`src/rtl/spi_register_bridge_pkg.sv`:
```
// spi_register_bridge_pkg: FSM state encoding and small helpers shared by the bridge files.
`default_nettype none

package spi_register_bridge_pkg;

   typedef enum logic [1:0] {
      IDLE = 2'd0,
      REQ  = 2'd1,
      RESP = 2'd2
   } state_e;

   localparam logic [7:0] ERR_MAX = 8'hFF;

   function automatic logic [7:0] sat_inc8(input logic [7:0] v);
      return (v == ERR_MAX) ? v : v + 8'd1;
   endfunction

endpackage

`default_nettype wire

```
`src/rtl/spi_register_bridge_wait_timeout_counter.sv`:
```
// wait_timeout_counter: counts enabled cycles and flags the cycle on which the TIMEOUT-th wait ends.
`default_nettype none

module wait_timeout_counter #(
   parameter int TIMEOUT = 255
) (
   input  logic clk,
   input  logic nreset,
   input  logic clear,
   input  logic enable,
   output logic expired
);

   localparam int             CW   = (TIMEOUT < 2) ? 1 : $clog2(TIMEOUT + 1);
   localparam logic [CW-1:0]  LAST = CW'(TIMEOUT - 1);

   logic [CW-1:0] cnt_q;
   logic [CW-1:0] cnt_d;

   always_comb begin
      cnt_d = cnt_q;
      if (clear) begin
         cnt_d = '0;
      end else if (enable && (cnt_q != LAST)) begin
         cnt_d = cnt_q + CW'(1);
      end
   end

   always_ff @(posedge clk) begin
      if (!nreset) begin
         cnt_q <= '0;
      end else begin
         cnt_q <= cnt_d;
      end
   end

   // Count holds the number of already-completed wait cycles, so LAST marks the final one.
   assign expired = enable && (cnt_q == LAST);

endmodule

`default_nettype wire

```
`src/rtl/spi_register_bridge.sv`:
```
// spi_register_bridge: turns each received SPI word into one register bus access and
// stages the outcome as the word shifted out in the next chip-select frame.
`default_nettype none

module spi_register_bridge
   import spi_register_bridge_pkg::*;
#(
   parameter int WIDTH      = 32,
   parameter int ADDR_WIDTH = 7,
   parameter int DATA_WIDTH = 24,
   parameter int TIMEOUT    = 255
) (
   input  logic                  system_clk,
   input  logic                  system_nreset,
   input  logic                  cs_start,
   input  logic                  cs_stop,
   input  logic                  value_valid,
   input  logic [WIDTH-1:0]      value_mosi,
   output logic [WIDTH-1:0]      value_miso,
   output logic                  bus_req,
   output logic                  bus_we,
   output logic [ADDR_WIDTH-1:0] bus_addr,
   output logic [DATA_WIDTH-1:0] bus_wdata,
   input  logic                  bus_ack,
   input  logic [DATA_WIDTH-1:0] bus_rdata,
   output logic [7:0]            err_count
);

   localparam logic [WIDTH-1:0] RESP_NONE    = '0;
   localparam logic [WIDTH-1:0] RESP_BUSY    = {1'b0, {ADDR_WIDTH{1'b1}}, {DATA_WIDTH{1'b0}}};
   localparam logic [WIDTH-1:0] RESP_INVALID = {1'b0, {ADDR_WIDTH{1'b1}}, {DATA_WIDTH{1'b1}}};

   state_e                state_q, state_d;
   logic                  req_q, req_d;
   logic                  we_q, we_d;
   logic [ADDR_WIDTH-1:0] addr_q, addr_d;
   logic [DATA_WIDTH-1:0] wdata_q, wdata_d;
   logic [DATA_WIDTH-1:0] rdata_q, rdata_d;
   logic [WIDTH-1:0]      miso_q, miso_d;
   logic [7:0]            err_q, err_d;
   logic                  err_inc;
   logic                  expired;
   logic                  unused_cs_start;

   // Frame start needs no action: the slave copies value_miso by itself.
   assign unused_cs_start = cs_start;

   wait_timeout_counter #(
      .TIMEOUT (TIMEOUT)
   ) u_wait (
      .clk     (system_clk),
      .nreset  (system_nreset),
      .clear   (state_q != REQ),
      .enable  (state_q == REQ),
      .expired (expired)
   );

   always_comb begin
      state_d = state_q;
      req_d   = req_q;
      we_d    = we_q;
      addr_d  = addr_q;
      wdata_d = wdata_q;
      rdata_d = rdata_q;
      miso_d  = miso_q;
      err_inc = 1'b0;
      case (state_q)
         IDLE: begin
            if (cs_stop && value_valid) begin
               we_d    = value_mosi[WIDTH-1];
               addr_d  = value_mosi[WIDTH-2 -: ADDR_WIDTH];
               wdata_d = value_mosi[DATA_WIDTH-1:0];
               miso_d  = RESP_BUSY;
               req_d   = 1'b1;
               state_d = REQ;
            end else if (cs_stop) begin
               miso_d  = RESP_INVALID;
               err_inc = 1'b1;
            end
         end
         REQ: begin
            err_inc = cs_stop;
            // Ack takes priority over a timeout expiring on the same edge.
            if (bus_ack) begin
               if (!we_q) begin
                  rdata_d = bus_rdata;
               end
               req_d   = 1'b0;
               state_d = RESP;
            end else if (expired) begin
               req_d   = 1'b0;
               miso_d  = {1'b0, addr_q, {DATA_WIDTH{1'b0}}};
               state_d = IDLE;
            end
         end
         RESP: begin
            err_inc = cs_stop;
            miso_d  = {1'b1, addr_q, (we_q ? wdata_q : rdata_q)};
            state_d = IDLE;
         end
         default: begin
            req_d   = 1'b0;
            state_d = IDLE;
         end
      endcase
      err_d = err_inc ? sat_inc8(err_q) : err_q;
   end

   always_ff @(posedge system_clk) begin
      if (!system_nreset) begin
         state_q <= IDLE;
         req_q   <= 1'b0;
         we_q    <= 1'b0;
         addr_q  <= '0;
         wdata_q <= '0;
         rdata_q <= '0;
         miso_q  <= RESP_NONE;
         err_q   <= 8'd0;
      end else begin
         state_q <= state_d;
         req_q   <= req_d;
         we_q    <= we_d;
         addr_q  <= addr_d;
         wdata_q <= wdata_d;
         rdata_q <= rdata_d;
         miso_q  <= miso_d;
         err_q   <= err_d;
      end
   end

   assign value_miso = miso_q;
   assign bus_req    = req_q;
   assign bus_we     = we_q;
   assign bus_addr   = addr_q;
   assign bus_wdata  = wdata_q;
   assign err_count  = err_q;

endmodule

`default_nettype wire

```
`config.mk`:
```
export PLATFORM = sky130hd
export DESIGN_NAME = spi_register_bridge
export DESIGN_NICKNAME = d
export VERILOG_FILES = /design/src/rtl/spi_register_bridge_pkg.sv /design/src/rtl/spi_register_bridge_wait_timeout_counter.sv /design/src/rtl/spi_register_bridge.sv
export SDC_FILE = /design/constraint.sdc
export NUM_CORES = 1
export LEC_CHECK = 0
export ABC_CLOCK_PERIOD_IN_PS = 2500
export BUFFER_PORTS_ARGS = -buffer_cell sky130_fd_sc_hd__buf_4
export CORE_ASPECT_RATIO = 1.1
export CORE_MARGIN = 1.5
export CORE_UTILIZATION = 51
export CTS_BUF_LIST = sky130_fd_sc_hd__clkbuf_16
export DETAILED_ROUTE_END_ITERATION = 8
export PLACE_DENSITY = 0.75
export SLEW_MARGIN = 20
export SYNTH_ARGS = -nofsm -noshare
export SYNTH_HDL_FRONTEND = slang
export SYNTH_SLANG_ARGS = --single-unit
export TNS_END_PERCENT = 30
```
`constraint.sdc`:
```
create_clock -name system_clk -period 2.5 [get_ports system_clk]
set_input_delay 0.5 -clock system_clk [delete_from_list [all_inputs] [get_ports system_clk]]
set_output_delay 0.5 -clock system_clk [all_outputs]
set_load 0.01 [all_outputs]
```
After elaboration in Yosys (flattened, before gate mapping)
Index checks and enable logic that the tools add are counted.

word-level totals
  bits in registers = 107
  input bits = 62
  output and inout port bits = 73

cells by class
  $add $sub $neg = 2
  equal/unequal tests = 11
  multiplexer cells = 17
  bitwise logic cells = 4
  reduce and logical (&&, ||, !) cells = 13

operators by type and width
  kind                                                             number
  32-bit two-way mux                                               4
  32-bit case mux with 3 select lines                              1
  24-bit two-way mux                                               1
  8-bit by 1-bit adder with 8-bit output, second input constant    2
  8-bit == test, second input constant                             2
  8-bit != test, second input constant                             1
  2-bit two-way mux                                                3
  2-bit != test, second input constant                             3
  3-bit != test, second input constant                             2
  2-bit AND reduction                                              3
  3-bit AND reduction                                              2
  1-bit two-way mux                                                5
  1-bit NOT                                                        4
  2-bit case mux with 2 select lines                               1
  4-bit AND reduction                                              1
  2-bit OR reduction                                               2
  1-bit logical AND                                                3
  1-bit case mux with 3 select lines                               1
  3-bit nonzero test                                               1
  2-bit by 1-bit == test with 1-bit output, second input constant  1
  2-bit == test, second input constant                             1
  2-bit logical NOT                                                1
  2-bit by 1-bit != test with 1-bit output, second input constant  1
  1-bit case mux with 2 select lines                               1

Depth between registers and ports, before layout
Gate-level depths: netlist of the first run.

  depth after elaboration = 5
  mapped depth = 8
  mapped depth without buffers = 6

Modules after synthesis
From an unflattened synthesis of the first run, not the netlist that was laid out.

second synthesis, totals
  cells, all modules = 554
  area, all modules = 4762.1 um2

by module, submodules not included
  module                instances  cells an instance  area an instance (um2)  sequential area each (um2)
  spi_register_bridge   1          503                4321.6                  1981.9
  wait_timeout_counter  1          51                 440.4                   160.2

Worst setup path before layout of the first run
Ideal clock, no wire load.

  path type = flip-flop to flip-flop
  start = register state_q[1]
  end = register miso_q[22] (netlist: value_miso[22])
  data arrival time = 1.689 ns
  path slack = 0.692 ns
  cell stages (with the launch flop) = 9
  path buffers = 2
  clock period less this slack = 1.808 ns
  cell sequence = dfxtp_1 inv_1 ha_1 o21bai_1 a21oi_4 and2_1 buf_6 buf_12 o221a_1

on the way
  cells in the longest elaborated chain, start to end = 4

RTL lines
  element                                   RTL line                                              RTL
  from (decl)                               spi_register_bridge.sv:33                             state_e state_q, state_d;
  from (signal assigned)                    spi_register_bridge.sv:120                            state_q <= state_d;
  2-bit by 1-bit == test with 1-bit output  spi_register_bridge.sv:54, spi_register_bridge.sv:67
  1-bit logical AND                         spi_register_bridge_wait_timeout_counter.sv:38        assign expired = enable && (cnt_q == LAST);
  2-bit != test (no line)                   -
  4-bit AND reduction (no line)             -
  to (signal assigned)                      spi_register_bridge.sv:126                            miso_q <= miso_d;
  to (decl)                                 spi_register_bridge.sv:39                             logic [WIDTH-1:0] miso_q, miso_d;

Several ways; a longest one is shown, not always the timed one.
A chain may end at the register's enable or synchronous reset.

Worst setup path in the final report of the first run
  start = register state_q[0]
  end = register miso_q[1] (netlist: value_miso[1])

The elaborated chain is that of the path after synthesis.

==> results of run 1 <==
critical path: stages (launching register included):
cell      delay, ns
dfxtp_1        0.39
inv_1          0.10
ha_1           0.30
o21bai_1       0.22
a21oi_4        0.31
nand3_4        0.33
o221a_2        0.35
synthesized netlist by cell type, drive strengths merged, types with 3 or more instances:
cell type / instances
nand2: 127
dfxtp: 107
a21oi: 72
nor2: 36
clkbuf: 27
mux2i: 27
o221a: 25
buf: 12
o21ai: 11
ha: 8
a311oi: 7
inv: 6
nand3: 6
xnor2: 5
and3: 4
and2: 3
nand4: 3
o31ai: 3
or3: 3
power by group:
group          switching, mW  internal (mW)  leakage, nW
clock network          0.658          0.693        0.138
registers             0.0789           1.82        0.875
logic                  0.310          0.321         1.29
total                   1.05           2.83         2.31
cells in the final DEF (no fill, tap or decap), types with 2 or more instances in the layout:
cell type and n:
buf_4 146, nand2_1 127, dfxtp_1 106, a21oi_1 71, nor2_1 35, mux2i_1 27
o221a_1 22, o21ai_0 11, clkbuf_16 9, ha_1 8, a311oi_2 7, inv_1 6
xnor2_1 5, and3_1 4, nand3_1 4, and2_1 3, o221a_2 3, nand4_1 3
or3_1 3, o21bai_1 2, nand2b_1 2, o31ai_1 2, or4_1 2, clkinvlp_4 2
buf_12 2
worst min-delay path by stage:
| stage | start | end | slack (ns) |
|---|---|---|---|
| after floorplan | rdata_q[0] | rdata_q[0] | 0.44 |
| after global placement | rdata_q[15] | rdata_q[15] | 0.44 |
| after detailed placement | rdata_q[15] | rdata_q[15] | 0.45 |
| after CTS | value_mosi[11] | bus_wdata[11] | 0.39 |
| after global routing | bus_rdata[10] | rdata_q[10] | 0.40 |
| final | value_mosi[11] | bus_wdata[11] | 0.40 |
cell families (layout without fill, tap and decap cells):
group,after synthesis,in the layout
xor gates and xnor gates,6,6
adders and majority gates,8,8
muxes,27,27
DFF,107,107
and+or+nand+nor,192,192
buffers and inverters,45,170
AOI/OAI and AO/OA,129,129
area by class of cell:
cell class / count / share of cell area
Sequential cell: 107 / 0.363
Clock inverter: 7 / 0.0108
Clock buffer: 9 / 0.0382
Multi-Input combinational cell: 362 / 0.368
Inverter: 6 / 0.00382
Timing Repair Buffer: 148 / 0.193
Tap cell: 111 / 0.0235
sequential cells by signal, indices dropped and copies added, names as in the netlist:
register      flops
value_miso       32
u_wait.cnt_q      8
bus_addr          7
err_count         8
bus_we            1
state_q           2
bus_req           1
rdata_q          24
bus_wdata        24
per-layer routing:
layer  vias to the layer above  share of wire
met5                         -              0
met2                       118           0.51
li1                       2030              -
met1                      1997           0.42
met3                        21          0.050
met4                         0          0.021
==> out/results.txt, run 1 <==
Synth Area in Compound Gates: 0.206
hold buffers post-CTS: 0
setup TNS: 0 ns
Syn Nets: 584
status: completed
Setup Crit Path Kind: flip-flop to flip-flop
Simple-Gate Fraction of Synth Area: 0.178
Post-Synthesis Mean Instance Area: 8.84 um2
Starting Density: 0.535
total die area: 0.00949 mm2
area occupied by multi-input gates: 0.00217 mm2
final count of hold timing violations: 0
asr flop ratio synth: 0
GRT Total Usage: 0.248
vias in the first global route: 3997
cell taking the most area after synthesis: dfxtp_1
Yosys top cell area share: 0.471
Least-Margin Pin Slew: 0.443 ns
total power: 3.88 mW
grt total ovfl: 0
sequential area share after synthesis: 0.471
Final setup viols: 0
root buffer cell: clkbuf_16
1st-iter DRT viols: 152
Main synth FF type: dfxtp_1
Post-Synthesis Cells: 514
Clock transition at path regs: 0.08 ns
YS warnings: 0
Final min period: 2.11 ns
via count: 4166
number of cells on the worst reg-to-reg path: 6
final slew viol count: 0
Die Y: 102 um
Hold Crit Depth: 3
first-pass iteration count of the detailed router: 4
r2r startpoint: state_q[0]
port buffer count: 133
RSZ-0062 raised after global routing: no
final wirelength: 11.5 mm
Tcrit/Tclk final: 0.845
clock insertion delay at the later pin of the skew report: 0.34 ns
CTS resizes: 0
met2 GRT Util: 0.436
Hold Path Class: primary input to flip-flop
Seq. cell area: 0.00214 mm2
worst path required time: 2.73 ns
Post-synth EDFFs: 0
grt peak-use layer: met2
first-pass GRT wire length: 18.8 mm
Worst Path Max Fanout: 24
dpl hpwl: 8.07 mm
n_diodes: 0
pin count of the biggest net entering global routing: 54
WL per Instance: 15.3 um
post-route ant nets: 0
number of remaining DRC errors: 0
Post-DP Area: 0.00561 mm2
critical path launch point: state_q[0]
Setup Skew: 0.00822 ns
largest family of logic cells by synthesized area: compound AO/OA/AOI/OAI gates
CTS tree: built
Layout fillers: 702
H-Tree Depth: 3
CP Data Arrival Time: 2.34 ns
Synth cell types: 48
Clock Path Buffers: 2
xor/xnor share of the synthesized area: 0.0116
critical path endpoint category: flip-flop
TritonCTS buffer count: 9
Hold Slack: 0.395 ns
VDD IR max: 444 uV
worst reg2reg setup slack: 0.39 ns
Design Area, Final: 0.00590 mm2
Final nets: 704
Max Fclk: 473 MHz
met3 GRT Util: 0.0432
synth top area cells: dfxtp_1, nand2_1, a21oi_1
Final Non-Filler Cells: 750
# Post-CTS Setup Buffers: 0
Pleak: 2.31 nW
io pins: 135
core area: 0.00850 mm2
area delta synth->final: 29.8%
pwr dens: 657 mW/mm2
Util after Layout: 0.695
startpoint types: flip-flop
flops & latches, synth: 107
fraction of layout cells with a size suffix above 1: 0.283
RR Endpoint: value_miso[1]
Site Rows: 35
Die Width: 93 um
max cap viols: 0
Worst Setup EP: value_miso[1]
antenna violations before repair: 0
via/cell ratio: 5.55
dpl cells: 734
clock sinks: 107
mux share of post-synthesis cell area: 0.0595
Slew headroom: 0.703
GRT met1 Usage: 0.303
Synth Area in Adders: 0.0220
pre-CTS setup slack: 0.420 ns
routability cong.: 0.846
PnR worst setup slack: 0.388 ns
synthesized area: 0.00454 mm2
Note: power is estimated with default switching activity, not from simulation.
==> run 2: changes to the inputs <==
Settings changed: ABC_CLOCK_PERIOD_IN_PS 2500 to 1900, CORE_UTILIZATION 51 to 46, PLACE_DENSITY 0.75 to 0.71.
Clock period 2.5 ns to 1.9 ns, I/O delays scaled along.
==> run 2 against run 1 <==
  * Sequential power grew 32%
  * Design area up 3.6%
  * Sequential cell count unchanged
  * Wire length grew 6.2%
  * First-iteration DRC count increased by 0.66%
  * Via count down 0.48%
  * Register-to-register slack worse by 0.32 ns
  * Sequential share of layout area shrank 1.2 points
  * Critical path depth decreased by 1
  * Count of clock-buffer cells in the layout unchanged
==> out/results.txt, run 2 (same netlist as run 1, synthesis figures left out) <==
1st-iter DRT viols: 153 (+0.66%)
routability cong.: 0.828 (-2.2%)
first-pass iteration count of the detailed router: 4 (unchanged)
pwr dens: 838 mW/mm2 (+28%)
antenna violations before repair: 0 (unchanged)
root buffer cell: clkbuf_16
post-route ant nets: 0 (unchanged)
Site Rows: 37 (+5.7%)
Slowest Stage Delay on Critical Path: 0.40 ns (about the same)
VDD IR max: 573 uV (+29%)
worst path required time: 2.13 ns (-0.60 ns)
max reg flops: 32 (unchanged)
PnR worst setup slack: 0.0712 ns (-0.317 ns)
area delta synth->final: 34.5%
Final min period: 1.83 ns (-0.283 ns)
io pins: 135 (unchanged)
Least-Margin Pin Slew: 0.473 ns (+0.0300 ns)
critical path endpoint category: flip-flop
RSZ-0062 raised after global routing: yes
Clock Path Buffers: 2 (unchanged)
TritonCTS buffer count: 9 (unchanged)
Design Area, Final: 0.00611 mm2 (+3.6%)
fraction of layout cells with a size suffix above 1: 0.307 (+0.0235)
Final Non-Filler Cells: 769 (+2.5%)
WL per Instance: 15.9 um (+3.6%)
clock insertion delay at the later pin of the skew report: 0.34 ns (about the same)
via count: 4146 (-0.48%)
first-pass GRT wire length: 19.4 mm (+3.4%)
CP Cell Sequence: inv_1 -> ha_1 -> nand2b_2 -> nand3_4 -> o221a_1
hold buffers post-CTS: 0 (unchanged)
Final nets: 717 (+1.8%)
Tcrit/Tclk final: 0.963 (+0.118)
most frequent cells in the layout: buf_4, nand2_1, dfxtp_1, a21oi_1, nor2_1
Setup Skew: 0.00920 ns (+0.000983 ns)
Hold Path Class: primary input to flip-flop
Util after Layout: 0.644 (-0.0504)
Slew headroom: 0.684 (-0.0192)
Setup Crit Path Kind: flip-flop to flip-flop
Clock transition at path regs: 0.07 ns (about the same)
grt total ovfl: 0 (unchanged)
number of remaining DRC errors: 0 (unchanged)
CP Data Arrival Time: 2.06 ns (-0.28 ns)
Max stage delay cell, worst path: ha_1
Max Fclk: 547 MHz (+15%)
startpoint types: flip-flop
final slew viol count: 0 (unchanged)
commonest non-fill, non-tap cell in the layout: buf_4
final wirelength: 12.2 mm (+6.2%)
vias in the first global route: 4013 (+0.40%)
dpl hpwl: 8.31 mm (+2.9%)
Die Width: 97.8 um (+5.1%)
Worst Path Max Fanout: 12 (-50%)
Hold Slack: 0.280 ns (-0.115 ns)
Starting Density: 0.479 (-0.0561)
clock sinks: 107 (unchanged)
H-Tree Depth: 3 (unchanged)
final count of hold timing violations: 0 (unchanged)
pre-CTS setup slack: 0.00454 ns (-0.416 ns)
status: completed
port buffer count: 133 (unchanged)
via/cell ratio: 5.39 (-2.9%)
n_diodes: 0 (unchanged)
Pleak: 2.39 nW (+3.7%)
pin count of the biggest net entering global routing: 27 (-50%)
Die Y: 107 um (+5.1%)
CTS tree: built
GRT Total Usage: 0.230 (-0.0174)
dpl cells: 749 (+2.0%)
core area: 0.00949 mm2 (+12%)
max cap viols: 0 (unchanged)
total die area: 0.0105 mm2 (+11%)
Final setup viols: 0 (unchanged)
Post-DP Area: 0.00575 mm2 (+2.5%)
[run 2: cell types whose count changed in the layout (fill, tap and decap cells not counted), sizes merged]
cell / before / now
inv: 9 / 8
nand3: 6 / 8
clkinvlp: 2 / 0
buf: 148 / 159
clkinv: 2 / 5
[run 2: cell type report]
| type | count | area [um2] |
|---|---|---|
| clock inverter | 7 | 52.6 |
| clock buffer | 9 | 225 |
| tap | 117 | 146 |
| timing repair buffer | 159 | 1290 |
| multi-input combinational | 364 | 2230 |
| inverter | 6 | 22.5 |
| sequential | 107 | 2150 |
| fill | 798 | 3380 |
[run 2: metal layers]
layer / wire length (um) / up-vias / global-route usage
met4: 204 / 0 / 0.0816
li1: - / 2064 / -
met3: 613 / 14 / 0.0535
met5: 0 / - / 0
met1: 5030 / 1958 / 0.265
met2: 6370 / 110 / 0.417
[run 2: what timing repair did]
| action | CTS | global route |
|---|---|---|
| endpoints found under the hold margin | 0 | 0 |
| cloned | 1 | 1 |
| buffers inserted | 0 | 2 |
| resized for setup | 2 | 7 |
| pin swaps | 2 | 2 |
| endpoints found under the setup margin | 24 | 36 |
[run 2: per-stage QoR]
stage / TNS [ns] / power, mW
final: 0 / 5.12
after detailed placement: 0 / 3.41
after CTS: 0 / 5.14
after global routing: -0.0492 / 5.35
after floorplan: 0 / 2.99
after global placement: 0 / 3.39
[run 2: final timing paths]
path | endpoint | from | cells after the start | slack [ns]
setup / recovery | value_miso[14] | state_q[0] | 5 | 0.07
hold / removal | bus_wdata[17] | value_mosi[17] | 3 | 0.28
setup reg to reg | value_miso[14] | state_q[0] | 5 | 0.07
hold reg to reg | rdata_q[10] | rdata_q[10] | 2 | 0.46
[run 2: worst max-delay path, delay by kind of cell (launching register included)]
kind,cells,cell delay [ns]
buffers and inverters,1,0.11
AO/OA/AOI/OAI,1,0.31
AND/OR/NAND/NOR,2,0.52
adder cells (fa/ha/maj),1,0.40
flip-flops,1,0.38
[run 2: report_power, final]
| part | switching, mW | internal, mW |
|---|---|---|
| clock | 0.822 | 0.898 |
| combinational | 0.445 | 0.468 |
| sequential | 0.0989 | 2.39 |
| total | 1.37 | 3.76 |
